### src/rtl/uart_rx_fifo.sv
// UART receive FIFO with bus slave, sticky overflow, level, flush and IRQ.
// Optional macro UART_RX_FIFO_THRESH_EN adds a programmable IRQ threshold.
module uart_rx_fifo #(
    parameter int DEPTH_LOG2 = 4
) (
    input  logic       i_clk,
    input  logic       i_reset_n,
    input  logic [7:0] i_rx_dat,
    input  logic       i_rx_stb,
    input  logic [7:0] i_dat,
    output logic [7:0] o_dat,
    input  logic [1:0] i_addr,
    input  logic       i_we,
    input  logic       i_cyc,
    output logic       o_int
);

    localparam int DEPTH = 1 << DEPTH_LOG2;
    localparam int LW    = DEPTH_LOG2 + 1;
    localparam logic [LW-1:0] FULL_LVL = LW'(DEPTH);
    localparam logic [LW-1:0] ONE_LVL  = LW'(1);

    logic [7:0]            mem [DEPTH];
    logic [DEPTH_LOG2-1:0] wr_ptr;
    logic [DEPTH_LOG2-1:0] rd_ptr;
    logic [LW-1:0]         level;
    logic [LW-1:0]         level_d;
    logic [LW-1:0]         thr;
    logic                  ov;
    logic                  ov_d;
    logic                  ie;
    logic                  cyc_q;

    logic acc;
    logic rd_acc;
    logic wr_acc;
    logic full;
    logic empty;
    logic pop;
    logic push;
    logic drop;
    logic flush;
    logic ctrl_wr;
    logic [3:0] thr_nib;

    logic unused_ok;
    assign unused_ok = ^i_dat;

    assign full  = (level == FULL_LVL);
    assign empty = (level == '0);

    // Decode the single bus action and the push/pop/flush decisions.
    always_comb begin
        acc     = i_cyc & ~cyc_q;
        rd_acc  = acc & ~i_we;
        wr_acc  = acc & i_we;
        ctrl_wr = wr_acc & (i_addr == 2'd3);
        flush   = ctrl_wr & i_dat[0];
        pop     = rd_acc & (i_addr == 2'd0) & ~empty;
        push    = i_rx_stb & (~full | pop) & ~flush;
        drop    = i_rx_stb & full & ~pop & ~flush;
        level_d = level + LW'(push) - LW'(pop);
        ov_d    = ov;
        if (flush) begin
            level_d = '0;
            ov_d    = 1'b0;
        end else if (drop) begin
            ov_d = 1'b1;
        end else if (rd_acc && i_addr == 2'd1) begin
            ov_d = 1'b0;
        end
    end

`ifdef UART_RX_FIFO_THRESH_EN
    logic [LW-1:0] thr_in;
    logic [LW-1:0] thr_d;

    // Clamp a written threshold into 1..depth.
    always_comb begin
        thr_in = i_dat[LW-1:0];
        thr_d  = thr_in;
        if (thr_in == '0) begin
            thr_d = ONE_LVL;
        end else if (thr_in > FULL_LVL) begin
            thr_d = FULL_LVL;
        end
    end

    // Threshold register, loaded by a write to the LEVEL address.
    always_ff @(posedge i_clk or negedge i_reset_n) begin
        if (!i_reset_n) begin
            thr <= ONE_LVL;
        end else if (wr_acc && i_addr == 2'd2) begin
            thr <= thr_d;
        end
    end

    logic [7:0] thr8;
    assign thr8    = 8'(thr);
    assign thr_nib = thr8[3:0];
`else
    assign thr     = ONE_LVL;
    assign thr_nib = 4'b0;
`endif

    // Byte storage; contents need no reset since pointers gate visibility.
    always_ff @(posedge i_clk) begin
        if (push) begin
            mem[wr_ptr] <= i_rx_dat;
        end
    end

    // Pointers, level, flags, edge detect and registered interrupt.
    always_ff @(posedge i_clk or negedge i_reset_n) begin
        if (!i_reset_n) begin
            wr_ptr <= '0;
            rd_ptr <= '0;
            level  <= '0;
            ov     <= 1'b0;
            ie     <= 1'b0;
            cyc_q  <= 1'b0;
            o_int  <= 1'b0;
        end else begin
            cyc_q <= i_cyc;
            level <= level_d;
            ov    <= ov_d;
            o_int <= ie & (level_d >= thr);
            if (ctrl_wr) begin
                ie <= i_dat[1];
            end
            if (flush) begin
                wr_ptr <= '0;
                rd_ptr <= '0;
            end else begin
                if (push) begin
                    wr_ptr <= wr_ptr + 1'b1;
                end
                if (pop) begin
                    rd_ptr <= rd_ptr + 1'b1;
                end
            end
        end
    end

    // Combinational register read mux.
    always_comb begin
        o_dat = 8'h00;
        unique case (i_addr)
            2'd0: o_dat = empty ? 8'h00 : mem[rd_ptr];
            2'd1: o_dat = {thr_nib, ie, ov, full, ~empty};
            2'd2: o_dat = 8'(level);
            2'd3: o_dat = {7'b0, ie};
        endcase
    end

endmodule

### config.mk
export PLATFORM = sky130hd
export DESIGN_NAME = uart_rx_fifo
export DESIGN_NICKNAME = d
export VERILOG_FILES = /design/src/rtl/uart_rx_fifo.sv
export SDC_FILE = /design/constraint.sdc
export NUM_CORES = 1
export LEC_CHECK = 0
export ABC_AREA = 1
export BUFFER_PORTS_ARGS = -buffer_cell sky130_fd_sc_hd__buf_2
export CAP_MARGIN = 15
export CORE_MARGIN = 2
export CORE_UTILIZATION = 66
export DETAILED_ROUTE_END_ITERATION = 6
export PLACE_DENSITY = 0.95
export SETUP_SLACK_MARGIN = 0.02
export SYNTH_ARGS = -nofsm -noshare
export SYNTH_HDL_FRONTEND = slang
export SYNTH_SLANG_ARGS = --single-unit
### constraint.sdc
create_clock -name i_clk -period 5.8 [get_ports i_clk]
set_clock_uncertainty 0.1 [all_clocks]
set_input_delay 0 -clock i_clk [delete_from_list [all_inputs] [get_ports i_clk]]
set_output_delay 0 -clock i_clk [all_outputs]
set_load 0.02 [all_outputs]
* Yosys cells after proc, flatten, opt, wreduce, memory -nomap -nowiden
Memories as Yosys holds them, arrays and structs flattened.
Index checks and enable logic that the tools add are counted.
** Storage, ports and cells
- Bits in registers :: 17
- Latch bits :: 0
- Memory bits (writable) :: 128
- Bits in read-only memories :: 0
- Input bits :: 23
- Logic and storage cells :: 55
- Memories :: 1
** Memories
- mem :: depth 16, bits a word 8, rd ports 1, clocked after memory_dff 0, write ports 1, line 23 : logic [7:0] mem [DEPTH];
** Operators by class
- Add/subtract/negate cells :: 4
- Multiply operators :: 0
- Divide/modulo/power cells :: 0
- Order comparisons :: 1
- Equal/unequal tests :: 4
- Shifts and indexed selects :: 0
- Multiplexer cells :: 12
- Bitwise operators :: 20
- Reductions and logical operators :: 6
** Operators with widths (number)
- case mux 8 bit (4 select lines) :: 1
- 2-to-1 mux 4 bit :: 4
- bitwise AND 1 bit :: 13
- adder 4 x 1 -> 4 bit, second input constant :: 2
- 2-to-1 mux 8 bit :: 1
- inverter 1 bit :: 6
- adder 5 x 1 -> 5 bit :: 1
- == test 5 bit, second input constant :: 1
- >= comparator 5 x 1 -> 1 bit, second input constant :: 1
- logical NOT 5 bit :: 1
- 2-to-1 mux 1 bit :: 5
- 2-to-1 mux 5 bit :: 1
- subtractor 5 x 1 -> 5 bit :: 1
- == test 2 bit, second input constant :: 2
- nonzero test 2 bit :: 2
- nonzero test 3 bit :: 1
- == test 2 x 1 -> 1 bit, second input constant :: 1
- logical NOT 2 bit :: 1
- logical AND 1 bit :: 1
- bitwise OR 1 bit :: 1

* Logic depth before layout (Yosys ltp)
- Depth after elaboration :: 13
- Depth in mapped cells :: 20
- Mapped depth without buffers :: 20

* Worst setup path after synthesis
Ideal clock, no wire load.
- Path kind :: reg-to-reg
- Start point :: register level[2]
- End point :: register o_int
- Arrival time :: 2.430 ns
- Path slack :: 3.157 ns
- Cell stages (with the launch flop) :: 20
- Clock period less this slack :: 2.643 ns
- Path through :: dfrtp_1 inv_1 ha_1 nand4_1 nand2_2 nand2_2 nand2_4 nor2_4 inv_2 ha_1 inv_1 ha_1 fa_1 xor2_1 nand2_2 nand2_1 inv_1 nand3_1 nand2_1 inv_1
** On the way
- Word-level cells in the longest chain between the ends :: 11
** Ends and longest elaborated chain
- from (decl) :: line 26 : logic [LW-1:0] level;
- from (signal assigned) :: line 125 : level <= level_d;
- logical NOT 5 bit :: line 50 : assign empty = (level == '0);
- inverter 1 bit :: line 59 : pop = rd_acc & (i_addr == 2'd0) & ~empty;
- bitwise AND 1 bit :: line 59
- bitwise OR 1 bit :: line 60 : push = i_rx_stb & (~full | pop) & ~flush;
- bitwise AND 1 bit (2 in series) :: line 60
- adder 5 x 1 -> 5 bit :: line 62 : level_d = level + LW'(push) - LW'(pop);
- subtractor 5 x 1 -> 5 bit (*) :: line 62
- 2-to-1 mux 5 bit (*) :: line 64 : if (flush) begin
- >= comparator 5 x 1 -> 1 bit (*) :: line 127 : o_int <= ie & (level_d >= thr);
- bitwise AND 1 bit (*) :: line 127
- to (signal assigned) :: line 127
- to (decl) :: line 15 : output logic o_int
Mark *: on every way between the ends. The rest lies on a longest branch, timed or not.
A chain may end at the register's enable or synchronous reset.

* Final worst setup path
- Start point :: input i_addr[0]
- End point :: register o_int
** On the way
- Word-level cells in the longest chain between the ends :: 11
** Ends and longest elaborated chain
- from (decl) :: line 12 : input logic [1:0] i_addr,
- logical NOT 2 bit :: line 59
- bitwise AND 1 bit (2 in series) :: line 59
- bitwise OR 1 bit :: line 60
- bitwise AND 1 bit (2 in series) :: line 60
- adder 5 x 1 -> 5 bit :: line 62
- subtractor 5 x 1 -> 5 bit :: line 62
- 2-to-1 mux 5 bit (*) :: line 64
- >= comparator 5 x 1 -> 1 bit (*) :: line 127
- bitwise AND 1 bit (*) :: line 127
Marked as above.

==> metrics <==
Crit Path Category=input port to flip-flop; CTS HTree Levels=4; Remaining DRCs=0; Reg clk slew, reported paths=approximately 70 ps; Final Hold Viols=0; beginning of the critical path=i_addr[0]; most frequent cells after synthesis=184 x nand2_1, 128 x edfxtp_1, 88 x nand3_1; Syn Inst Count=653; Rel. slew slack=24.2%; Critical Path, Cell by Cell=dlygate4sd3_1, buf_2, nor2_2, dlygate4sd3_1, inv_1, nor2_2, dlygate4sd3_1, nand2_2, nand2_2, nand2_4, nor2_4, inv_2, ha_1, inv_1, ha_1, fa_1, xor2_1, nand2_2, nand2_1, inv_1, nand3_1, nand2_1, inv_1; vias in the first global route=4772; max_cap viols=0; number of synthesized flops with an enable pin=roughly 130; Initial Utilization=between 60 and 70%; dpl hpwl=~9.1 mm; wire per inst=18.1 µm; Non-Filler Instances=between 800 and 900; Async SR Flop Fraction=around an eighth; Pins Over Slew Limit=0; reg2reg end=o_int; routed vias/inst=between 5 and 6; Top Family by Delay on Critical Path=buffers and inverters; CP Buf/Inv Count=9; FF-to-FF Start=cyc_q; Final period util=between 60 and 70%; CTS tree=yes; hold-fix buffers at CTS=21; Synth area leaders=edfxtp_1 57%, nand2_1 10%, nand3_1 6.6%; ANT nets after route=0; Least-Margin Pin Slew=around 1100 ps; Core ar.=9820 µm²; global route overflow=0; most frequent cell after synthesis=nand2_1; Most common cell on crit path=inv_1; total wire length=~15 mm; Syn-to-layout area delta=13.1%; outcome=finished clean; setup TNS=0 ps; TritonRoute pass-1 iters=6; fmax=265 MHz; YS warnings=0; Critical Path Max Stage Delay=580 ps; Resized cells post-CTS=0; Die Height=approximately 100 µm; final period demand of the worst path=~3800 ps; Max FO, Critical Path=13; HP Start=i_cyc; placed instance count=790; hold path endpoint=cyc_q; postcts setup bufs=0; largest net degree at the start of global routing=64; Syn Nets=slightly below 700; unrepaired setup endpoints after global routing=no; CP Data Arrival Time=approximately 4100 ps; crit start category=input port; dpl ws=about 2800 ps; Hold Path Class=input port to flip-flop; fin nets=roughly 730; Worst setup EP type=flip-flop; IO Pins=32; all-layer global routing usage=between 20% and 30%; Sink Count=145; Crit path required time=a little over 6000 ps; largest area contributor in the netlist=edfxtp_1; Hold Path Stages=2; Final setup viols=0; share of the synthesized area in the top cell type=57.4%; Max VDD drop=306 µV; via count=4896; CTS max path bufs=2; global-route wire length before repair=around 24 mm; Seq/Total Area, Yosys=63.7%; antenna violations before repair=0; CP max stage cell=dlygate4sd3_1; Rows=36; Setup WS post-layout=roughly 2000 ps; Die ar.=between 10000 and 15000 µm²; initial drt markers=639; Synth cell types=33; ys flop type=edfxtp_1; mapped cell area=between 6000 and 7000 µm²; leakage=approximately 3.2 nW; pwr/cell area=about 460 nW/µm²; Synth Register Bits=approximately 150; average size of a mapped cell=10.3 µm²; RePlAce Congestion=0.898; Root Buffer Master=clkbuf_8; # diodes=0; Die Width=about 100 µm; FF-to-FF path depth=20; Reg2Reg Setup Slack=2290 ps; later-pin clock latency in the skew report=between 500 and 600 ps; CTS Buf Count=17; Buffers on Ports=25; layout cells sized above 1=between 10% and 20%
[how the worst max path moves through the flow]
stage	to	slack (ps)	depth (start not counted)
floorplan	o_int	3160	19
CTS	o_int	2150	23
detailed placement	o_int	2790	18
global route	o_int	1830	23
finish	o_int	2030	23
global placement	o_int	2870	18
[cell usage in the layout, fill, tap and decap left out, types with 2 or more instances in the layout]
cell type and instances:
nand2_1 184, edfxtp_1 128, nand3_1 88, inv_1 85, nor2_1 46, buf_2 25
dlygate4sd3_1 21, o21ai_0 17, clkbuf_16 16, dfrtp_1 16, ha_1 11, inv_6 7
a21oi_1 6, nand2_2 5, o211ai_1 5, buf_4 5, nor3_1 4, nor2_2 3
nor2_4 3, nand4_1 3, xor2_1 3, clkinv_4 3, inv_2 2, inv_4 2
o21ai_1 2, o22ai_1 2, nand3b_1 2, nor3_2 2
[metal layers]
metal	wire, µm	GRT usage (%)	vias to the layer above
li1	-	-	2239
met1	5610	36.0	2288
met2	7640	48.1	312
met3	1350	7.17	57
met4	639	15.1	0
met5	0	0	-
[worst register-to-register path, cell delays in order, from the launching register on]
cell,delay [ps]
dfrtp_1,390
nor2_4,140
nand2_2,80
nor2_2,80
dlygate4sd3_1,580
nand2_2,90
nand2_2,90
nand2_4,120
nor2_4,140
inv_2,80
ha_1,270
inv_1,60
ha_1,200
fa_1,420
xor2_1,190
nand2_2,90
nand2_1,70
inv_1,60
nand3_1,60
nand2_1,60
inv_1,30
[logic make-up after synthesis]
logic type | count (synthesis) | share of synthesized area, %
and+or+nand+nor | 343 | 22.2
AOI/OAI and AO/OA | 34 | 2.86
buffers and inverters | 116 | 8.44
xor gates and xnor gates | 3 | 0.392
DFF | 145 | 63.7
adders and majority gates | 12 | 2.35
[report_power, final]
part	leakage, nW	switching, mW	internal (mW)	total, mW
Clock	0.274	0.455	0.582	1.04
Sequential	1.36	0.117	1.26	1.38
Combinational	1.59	0.725	0.324	1.05
[per-stage QoR]
| stage | area, µm² | total power [mW] | hold slack [ps] | utilization, % |
|---|---|---|---|---|
| 2_1_floorplan | 6700 | 2.15 | -396 | - |
| 3_3_place_gp | 6810 | 2.30 | -161 | 69.3 |
| 3_5_place_dp | 6810 | 2.36 | -154 | 69.3 |
| 4_1_cts | 7580 | 3.41 | 6.00 | 77.2 |
| 5_1_grt | 7580 | 3.62 | 12.4 | 77.2 |
| 6_report | 7580 | 3.46 | 23.1 | 77.2 |
[state kept, by name (all words and copies together) (netlist names)]
name / cells
mem: 128
ie: 1
level: 5
wr_ptr: 4
ov: 1
rd_ptr: 4
o_int: 1
cyc_q: 1
[final cells by class]
class	instances	area, µm²
timing repair buffer	51	373
multi-input combinational	392	1870
fill	582	2240
tap	133	166
clock inverter	14	141
sequential	145	4270
inverter	90	343
clock buffer	18	418
No activity file was read; power rests on OpenSTA's default activity.
